## src/rtl/fetch_unit_pkg.sv

```systemverilog
// Shared widths, parameter defaults and encodings for the instruction fetch unit.
package fetch_unit_pkg;
  localparam int OP_W   = 4;
  localparam int RS_W   = 2;
  localparam int ADDR_W = 8;

  localparam logic [OP_W-1:0] HALT_OP_DEF      = 4'h1;
  localparam logic [15:0]     LONG_OP_MASK_DEF = 16'hF000;

  typedef enum logic [1:0] {
    ST_IDLE  = 2'd0,
    ST_FETCH = 2'd1,
    ST_HALT  = 2'd2
  } fetch_state_t;

  // PC_SEQ steps by the length of the instruction currently at PC
  typedef enum logic [1:0] {
    PC_HOLD  = 2'd0,
    PC_SEQ   = 2'd1,
    PC_PLUS1 = 2'd2,
    PC_REDIR = 2'd3
  } pc_sel_t;
endpackage

```

## src/rtl/fetch_unit_pc_next.sv

```systemverilog
// Combinational next-PC selector (redirect / +1 / +2 / hold) with end-of-memory
// detection for a two-byte instruction sitting at the last address.
module fetch_pc_next
  import fetch_unit_pkg::*;
#(
  parameter logic [15:0] LONG_OP_MASK = LONG_OP_MASK_DEF
) (
  input  logic [ADDR_W-1:0] pc,
  input  logic [OP_W-1:0]   op,
  input  pc_sel_t           sel,
  input  logic [ADDR_W-1:0] redirect_addr,
  output logic [ADDR_W-1:0] pc_next,
  output logic              end_fault
);
  logic long_op;

  assign long_op   = LONG_OP_MASK[op];
  assign end_fault = long_op && (pc == {ADDR_W{1'b1}});

  always_comb begin
    pc_next = pc;
    unique case (sel)
      PC_HOLD:  pc_next = pc;
      PC_SEQ:   pc_next = pc + (long_op ? 8'd2 : 8'd1);
      PC_PLUS1: pc_next = pc + 8'd1;
      PC_REDIR: pc_next = redirect_addr;
      default:  pc_next = pc;
    endcase
  end
endmodule

```

## src/rtl/fetch_unit.sv

```systemverilog
// Instruction fetch unit: PC, single instruction register with valid/ready handoff,
// redirect and halt handling. Define FETCH_PERF_EN to add issue/stall counters.
module fetch_unit
  import fetch_unit_pkg::*;
#(
  parameter logic [ADDR_W-1:0] RESET_PC     = 8'h00,
  parameter logic [15:0]       LONG_OP_MASK = LONG_OP_MASK_DEF,
  parameter logic [OP_W-1:0]   HALT_OP      = HALT_OP_DEF
) (
  input  logic              clk,
  input  logic              rst_n,
  input  logic              run,
  output logic [ADDR_W-1:0] imem_addr,
  input  logic [OP_W-1:0]   imem_op,
  input  logic [RS_W-1:0]   imem_ra,
  input  logic [RS_W-1:0]   imem_rb,
  input  logic              imem_brx,
  input  logic [ADDR_W-1:0] imem_ea,
  output logic              ir_valid,
  input  logic              ir_ready,
  output logic [OP_W-1:0]   ir_op,
  output logic [RS_W-1:0]   ir_ra,
  output logic [RS_W-1:0]   ir_rb,
  output logic              ir_brx,
  output logic [ADDR_W-1:0] ir_ea,
  output logic [ADDR_W-1:0] ir_pc,
  input  logic              redirect_valid,
  input  logic [ADDR_W-1:0] redirect_addr,
  output logic              halted,
  output logic              fault
`ifdef FETCH_PERF_EN
  ,
  output logic [15:0]       perf_issued,
  output logic [15:0]       perf_stall
`endif
);
  fetch_state_t      state, state_nx;
  pc_sel_t           pc_sel;
  logic [ADDR_W-1:0] pc, pc_next;
  logic              end_fault;
  logic              load, clr_valid, set_fault, ir_take;

  assign imem_addr = pc;
  assign halted    = (state == ST_HALT);
  assign ir_take   = ir_valid && ir_ready;

  fetch_pc_next #(
    .LONG_OP_MASK(LONG_OP_MASK)
  ) u_pc_next (
    .pc           (pc),
    .op           (imem_op),
    .sel          (pc_sel),
    .redirect_addr(redirect_addr),
    .pc_next      (pc_next),
    .end_fault    (end_fault)
  );

  always_comb begin
    state_nx  = state;
    pc_sel    = PC_HOLD;
    load      = 1'b0;
    clr_valid = 1'b0;
    set_fault = 1'b0;
    unique case (state)
      ST_IDLE: begin
        if (run) state_nx = ST_FETCH;
      end
      ST_FETCH: begin
        if (redirect_valid) begin
          pc_sel    = PC_REDIR;
          clr_valid = 1'b1;
        end else if (!ir_valid || ir_ready) begin
          if (end_fault) begin
            // Two-byte opcode with no byte left for its ea: refuse it and stop
            set_fault = 1'b1;
            clr_valid = ir_take;
            state_nx  = ST_HALT;
          end else begin
            load = 1'b1;
            if (imem_op == HALT_OP) state_nx = ST_HALT;
            else                    pc_sel   = PC_SEQ;
          end
        end
      end
      ST_HALT: begin
        if (redirect_valid) begin
          pc_sel    = PC_REDIR;
          clr_valid = 1'b1;
          state_nx  = ST_FETCH;
        end else begin
          clr_valid = ir_take;
          if (run) begin
            pc_sel   = PC_PLUS1;
            state_nx = ST_FETCH;
          end
        end
      end
      default: state_nx = ST_IDLE;
    endcase
  end

  always_ff @(posedge clk or negedge rst_n) begin
    if (!rst_n) begin
      state    <= ST_IDLE;
      pc       <= RESET_PC;
      fault    <= 1'b0;
      ir_valid <= 1'b0;
      ir_op    <= '0;
      ir_ra    <= '0;
      ir_rb    <= '0;
      ir_brx   <= 1'b0;
      ir_ea    <= '0;
      ir_pc    <= '0;
    end else begin
      state <= state_nx;
      pc    <= pc_next;
      fault <= fault | set_fault;
      if (load) begin
        ir_valid <= 1'b1;
        ir_op    <= imem_op;
        ir_ra    <= imem_ra;
        ir_rb    <= imem_rb;
        ir_brx   <= imem_brx;
        ir_ea    <= imem_ea;
        ir_pc    <= pc;
      end else if (clr_valid) begin
        ir_valid <= 1'b0;
      end
    end
  end

`ifdef FETCH_PERF_EN
  function automatic logic [15:0] sat_inc(input logic [15:0] v);
    return (v == 16'hFFFF) ? v : v + 16'd1;
  endfunction

  always_ff @(posedge clk or negedge rst_n) begin
    if (!rst_n) begin
      perf_issued <= '0;
      perf_stall  <= '0;
    end else begin
      if (ir_valid && ir_ready)  perf_issued <= sat_inc(perf_issued);
      if (ir_valid && !ir_ready) perf_stall  <= sat_inc(perf_stall);
    end
  end
`endif
endmodule

```

## config.mk

```make
export PLATFORM = sky130hd
export DESIGN_NAME = fetch_unit
export DESIGN_NICKNAME = d
export VERILOG_FILES = /design/src/rtl/fetch_unit_pkg.sv /design/src/rtl/fetch_unit_pc_next.sv /design/src/rtl/fetch_unit.sv
export SDC_FILE = /design/constraint.sdc
export NUM_CORES = 1
export LEC_CHECK = 0
export BUFFER_PORTS_ARGS = -buffer_cell sky130_fd_sc_hd__clkbuf_2
export CORE_MARGIN = 2
export CORE_UTILIZATION = 53
export CTS_CLUSTER_DIAMETER = 40
export CTS_CLUSTER_SIZE = 20
export DETAILED_ROUTE_END_ITERATION = 7
export PLACE_DENSITY = 0.88
export SYNTH_ARGS = -nofsm -noshare
export SYNTH_HDL_FRONTEND = slang
export SYNTH_SLANG_ARGS = --single-unit
```

## constraint.sdc

```tcl
create_clock -name clk -period 5.9 [get_ports clk]
set_clock_uncertainty 0.15 [all_clocks]
set_input_delay 1.18 -clock clk [delete_from_list [all_inputs] [get_ports clk]]
set_output_delay 1.18 -clock clk [all_outputs]
set_load 0.02 [all_outputs]
```

==> results of run 1 <==
cell usage in the layout (no fill, tap or decap), types with 2 or more instances in the layout:
master,synthesis,layout
a21oi_1,2,2
a22oi_1,2,2
and2_1,2,2
clkbuf_2,0,65
clkbuf_4,0,5
dfrtp_1,37,37
ha_1,6,6
inv_1,9,9
mux2_2,24,24
mux2i_1,7,7
nand2_1,11,11
nand3_1,2,2
nor2_1,8,8
nor2b_1,3,3
nor3_1,4,4
o21a_1,2,2
o21ai_0,12,12
o22a_1,2,2
o2bb2ai_1,3,3
state kept, by name (all words and copies together), names as in the netlist:
name	cells
ir_ea	8
ir_pc	8
fault	1
ir_rb	2
ir_op	4
ir_valid	1
state	2
ir_brx	1
ir_ra	2
imem_addr	8
through the flow:
stage / hold slack, ps / utilization / std cells / cell area (um2)
CTS: 348 / 0.692 / 275 / 2350
finish: 341 / 0.692 / 275 / 2350
global placement: 319 / 0.666 / 267 / 2260
detailed placement: 319 / 0.666 / 267 / 2260
global route: 373 / 0.692 / 275 / 2350
floorplan: 367 / - / 159 / 1900
worst paths after layout:
check                                  start            to  depth (start not counted)
worst min register to register         fault         fault                          1
min in group asynchronous              rst_n  imem_addr[4]                          1
worst max-delay path              imem_op[3]  imem_addr[6]                         11
worst min-delay path                   fault         fault                          1
worst max register to register  imem_addr[2]  imem_addr[6]                         10
max in group asynchronous              rst_n      ir_pc[2]                          1
layer usage:
layer  GRT usage  up-vias  wire length [um]
met2       0.341       42              1850
met4      0.0598        0                45
met1       0.283      708              1680
met5           0        -                 0
li1            -      714                 -
met3      0.0651        6               265
power breakdown:
part           leakage, nW  internal (mW)  switching, mW
Combinational        0.637          0.289          0.406
Clock               0.0445          0.101         0.0850
Sequential           0.439          0.376          0.100
Total                 1.12          0.766          0.591
worst max-delay path: cells and delay by family:
family                   cells  cell delay (ps)
AO/OA/AOI/OAI                2              770
adder cells (fa/ha/maj)      2              750
buffers and inverters        2              170
multiplexers                 1              100
AND/OR/NAND/NOR              4              970
area by class of cell:
class                   count  area share
clock buffers               6      0.0219
clock inverters             2      0.0160
inverters                   9      0.0144
multi-input cells         109       0.387
flip-flops and latches     37       0.395
well taps                  46      0.0245
repair buffers             66       0.142
kinds of logic (layout without fill, tap and decap cells):
logic type / Yosys count / count (layout) / share of synthesized area
flops: 37 / 37 / 0.487
simple gates: 37 / 37 / 0.106
compound gates: 34 / 34 / 0.142
mux: 31 / 31 / 0.179
buf+inv: 13 / 83 / 0.0349
fa+ha+maj: 7 / 7 / 0.0501
==> flow_metrics.env, run 1 <==
export IMPL_drtIter0Drc=89
export IMPL_die_h_um=63.9
export IMPL_holdCritPathClass="reg2reg"
export IMPL_crit_arrival_ps=3930
export IMPL_fmax_mhz=262
export IMPL_synth_nets=196
export IMPL_grt_max_degree=38
export IMPL_cts_root_buf="clkbuf_4"
export IMPL_die_area_mm2=0.00408
export IMPL_ys_warn_count=0
export IMPL_final_hold_viol_count=0
export IMPL_multi_input_area_um2=907
export IMPL_synth_edf_count=0
export IMPL_synth_flop_cell="dfrtp_1"
export IMPL_viasPerCell=5.35
export IMPL_cts_setup_buffers=0
export IMPL_grt_first_pass_wirelength_um=6810
export IMPL_yosys_top_cells_area="dfrtp_1, mux2_2, ha_1, mux2i_1, o21ai_0"
export IMPL_holdBufCountCts=0
export IMPL_grt_pass1_vias=1490
export IMPL_ant_nets=0
export IMPL_antenna_found_initial=0
export IMPL_synth_distinct_cells=38
export IMPL_drc=0
export IMPL_slowest_stage="o311ai_1"
export IMPL_syn2layout_area_growth_pct=23.5
export IMPL_async_flop_share=1.00
export IMPL_ys_seq_elements=37
export IMPL_setup_viol=0
export IMPL_n_antenna_cell=0
export IMPL_register_area_um2=926
export IMPL_worstPathCellList="clkbuf_2 > or4b_1 > nand2_1 > nor3_1 > o311ai_1 > ha_1 > inv_1 > fa_1 > nor3_1 > mux2i_1 > o2bb2ai_1"
export IMPL_netlist_area_mm2=0.00190
export IMPL_yosys_area_top_type="dfrtp_1"
export IMPL_dp_slack_ps=1800
export IMPL_routedWlPerCell_um=14.0
export IMPL_avgSynthCellArea_um2=11.9
export IMPL_clockBufferDepth=2
export IMPL_nets=265
export IMPL_path_class="in2reg"
export IMPL_portBuffers=65
export IMPL_yosysMostFrequentCell="dfrtp_1"
export IMPL_dp_hpwl_um=2880
export IMPL_slew_viol_final=0
export IMPL_ir_worst_vdd_uv=339
export IMPL_vias=1470
export IMPL_post_route_period_util=0.647
export IMPL_rrSetupSlack_ps=2630
export IMPL_period_needed_ps=3820
export IMPL_power_mw=1.36
export IMPL_coreArea_mm2=0.00339
export IMPL_first_pass_iters=4
export IMPL_cp_start_kind="input pin"
export IMPL_worst_endpoint_required_ps=6010
export IMPL_gp_congestion=0.780
export IMPL_drive_gt1_frac=0.463
export IMPL_relSlewSlack=0.353
export IMPL_ys_seq_area_frac=0.487
export IMPL_cts_buffers=5
export IMPL_cts_resized=0
export IMPL_clk_pin_slew_ps=110
export IMPL_synthTopCellsByCount="dfrtp_1, mux2_2, o21ai_0, nand2_1, inv_1"
export IMPL_fp_dieW_um=63.9
export IMPL_overflow=0
export IMPL_drt_total_wl_um=3840
export IMPL_clk_latency_ps=340
export IMPL_initial_utilization=0.560
export IMPL_crit_path_end_kind="register"
export IMPL_final_setup_worst_slack_ps=2080
export IMPL_timing_critical_path_slowest_cell_delay_ps=570
export IMPL_num_rows=21
export IMPL_synthCells=159
export IMPL_cts_tree="yes"
export IMPL_cts_sinks=37
export IMPL_status="complete, no violations"
export IMPL_drv_cap=0
export IMPL_htree_levels=2
export IMPL_path_common_cell="nor3_1"
export IMPL_power_density_mw_per_mm2=578
export IMPL_worstPathMaxFanout=6
export IMPL_worst_pin_slew_ps=968
export IMPL_fillCellCount=267
export IMPL_synth_top_area_frac=0.487
export IMPL_pin_count=66
export IMPL_rsz0062_at_grt="no"
export IMPL_track_usage=0.214
export IMPL_tns_ps=0
export IMPL_p_leak_nw=1.12
Note: power is estimated with default switching activity, not from simulation.
==> inputs of run 2 (changes only) <==
--- a/config.mk
+++ b/config.mk
@@ -7,11 +7,11 @@
 export LEC_CHECK = 0
 export BUFFER_PORTS_ARGS = -buffer_cell sky130_fd_sc_hd__clkbuf_2
 export CORE_MARGIN = 2
-export CORE_UTILIZATION = 53
+export CORE_UTILIZATION = 45
 export CTS_CLUSTER_DIAMETER = 40
 export CTS_CLUSTER_SIZE = 20
 export DETAILED_ROUTE_END_ITERATION = 7
-export PLACE_DENSITY = 0.88
+export PLACE_DENSITY = 0.8
 export SYNTH_ARGS = -nofsm -noshare
 export SYNTH_HDL_FRONTEND = slang
 export SYNTH_SLANG_ARGS = --single-unit
==> constraint.sdc (replaced) <==
create_clock -name clk -period 3.2 [get_ports clk]
set_clock_uncertainty 0.15 [all_clocks]
set_input_delay 0.64 -clock clk [delete_from_list [all_inputs] [get_ports clk]]
set_output_delay 0.64 -clock clk [all_outputs]
set_load 0.02 [all_outputs]
==> flow_metrics.env, run 2 (synthesis gave the netlist of run 1 again) <==
export IMPL_cts_sinks=37
export IMPL_drt_total_wl_um=3850
export IMPL_die_area_mm2=0.00476
export IMPL_nets=272
export IMPL_drive_gt1_frac=0.479
export IMPL_dp_slack_ps=-53.0
export IMPL_gp_congestion=0.854
export IMPL_drtIter0Drc=115
export IMPL_grt_first_pass_wirelength_um=6510
export IMPL_period_needed_ps=2930
export IMPL_use_met3=0.0373
export IMPL_cts_root_buf="clkbuf_8"
export IMPL_tns_ps=0
export IMPL_coreArea_mm2=0.00403
export IMPL_busiest_layer="met2"
export IMPL_r2r_start="state[0]"
export IMPL_grt_use_met2=0.290
export IMPL_fin_hold_ws_ps=304
export IMPL_clockBufferDepth=2
export IMPL_n_antenna_cell=0
export IMPL_worst_endpoint_required_ps=3220
export IMPL_fillCellCount=367
export IMPL_overflow=0
export IMPL_syn2layout_area_growth_pct=26.7
export IMPL_path_class="in2reg"
export IMPL_slew_viol_final=0
export IMPL_crit_arrival_ps=2960
export IMPL_rsz0062_at_grt="no"
export IMPL_initial_utilization=0.471
export IMPL_fmax_mhz=341
export IMPL_rrSetupSlack_ps=370
export IMPL_antenna_found_initial=0
export IMPL_vias=1501
export IMPL_crit_path_end_kind="register"
export IMPL_cts_buffers=5
export IMPL_clk_latency_ps=290
export IMPL_power_density_mw_per_mm2=1040
export IMPL_setup_viol=0
export IMPL_final_cells=286
export IMPL_holdCritPathClass="in2async"
export IMPL_ant_nets=0
export IMPL_post_route_period_util=0.917
export IMPL_first_pass_iters=4
export IMPL_clk_pin_slew_ps=80
export IMPL_drv_cap=0
export IMPL_holdBufCountCts=0
export IMPL_grt_max_degree=38
export IMPL_cts_resized=0
export IMPL_die_h_um=69.0
export IMPL_cts_tree="yes"
export IMPL_routedWlPerCell_um=13.4
export IMPL_viasPerCell=5.25
export IMPL_ir_worst_vdd_uv=474
export IMPL_fp_dieW_um=69.0
export IMPL_final_hold_viol_count=0
export IMPL_final_common_cell="clkbuf_2"
export IMPL_cp_start_kind="input pin"
export IMPL_cts_setup_buffers=0
export IMPL_portBuffers=65
export IMPL_p_leak_nw=1.15
export IMPL_mostFrequentLayoutCells="clkbuf_2, dfrtp_1, mux2_2"
export IMPL_pin_count=66
export IMPL_worst_pin_slew_ps=889
export IMPL_gr_usage_met1=0.240
export IMPL_dp_hpwl_um=2910
export IMPL_r2r_cells=10
export IMPL_grt_pass1_vias=1472
export IMPL_num_rows=23
export IMPL_status="complete, no violations"
export IMPL_worstPathMaxFanout=6
export IMPL_drc=0
export IMPL_relSlewSlack=0.407
export IMPL_final_setup_worst_slack_ps=265
export IMPL_dp_cells=278
export IMPL_htree_levels=2
export IMPL_r2r_end="imem_addr[6]"
export IMPL_track_usage=0.184
## run 2: cell count changes in the layout (fill, tap and decap cells not counted), sizes merged
cell      previous run  this run
clkbuf              71        70
bufinv               1         0
clkinvlp             1         3
buf                  1         8
## run 2: critical path: stages
cell	delay, ps
clkbuf_2	80
or4b_1	550
nand2_1	110
nor3_1	60
o311ai_1	380
ha_1	250
inv_1	60
fa_1	450
nor2_1	140
o21ai_0	100
o2bb2ai_1	150
## run 2: how the worst max path moves through the flow
stage	startpoint	end	cells after the start
floorplan	imem_op[1]	imem_addr[6]	10
global placement	imem_op[1]	imem_addr[7]	12
detailed placement	imem_op[1]	imem_addr[6]	11
CTS	imem_op[1]	imem_addr[6]	11
global route	imem_op[1]	imem_addr[6]	11
finish	imem_op[1]	imem_addr[6]	11
## run 2: layout make-up
type                       count  area (um2)  area share
tap                           50        62.6      0.0260
inverter                       9        33.8      0.0140
clock buffer                   5        68.8      0.0286
clock inverter                 3        22.5     0.00936
sequential                    37         926       0.385
multi-input combinational    109         907       0.377
timing repair buffer          73         385       0.160
## run 2: power by group
group / leakage (nW) / internal (mW) / total, mW / switching [mW]
Combinational: 0.672 / 0.552 / 1.30 / 0.746
Clock: 0.0364 / 0.153 / 0.328 / 0.175
Sequential: 0.439 / 0.694 / 0.875 / 0.181
Total: 1.15 / 1.40 / 2.50 / 1.10
## run 2: through the flow
step / util / area (um2) / power, mW
detailed placement: 0.575 / 2310 / 2.19
floorplan: - / 1900 / 1.80
CTS: 0.597 / 2410 / 2.53
global route: 0.597 / 2410 / 2.70
global placement: 0.575 / 2310 / 2.16
finish: 0.597 / 2410 / 2.50
## run 2: metal layers
layer	vias to the layer above	wire length [um]
li1	723	-
met1	721	1720
met2	48	1830
met3	9	213
met4	0	81
met5	-	0
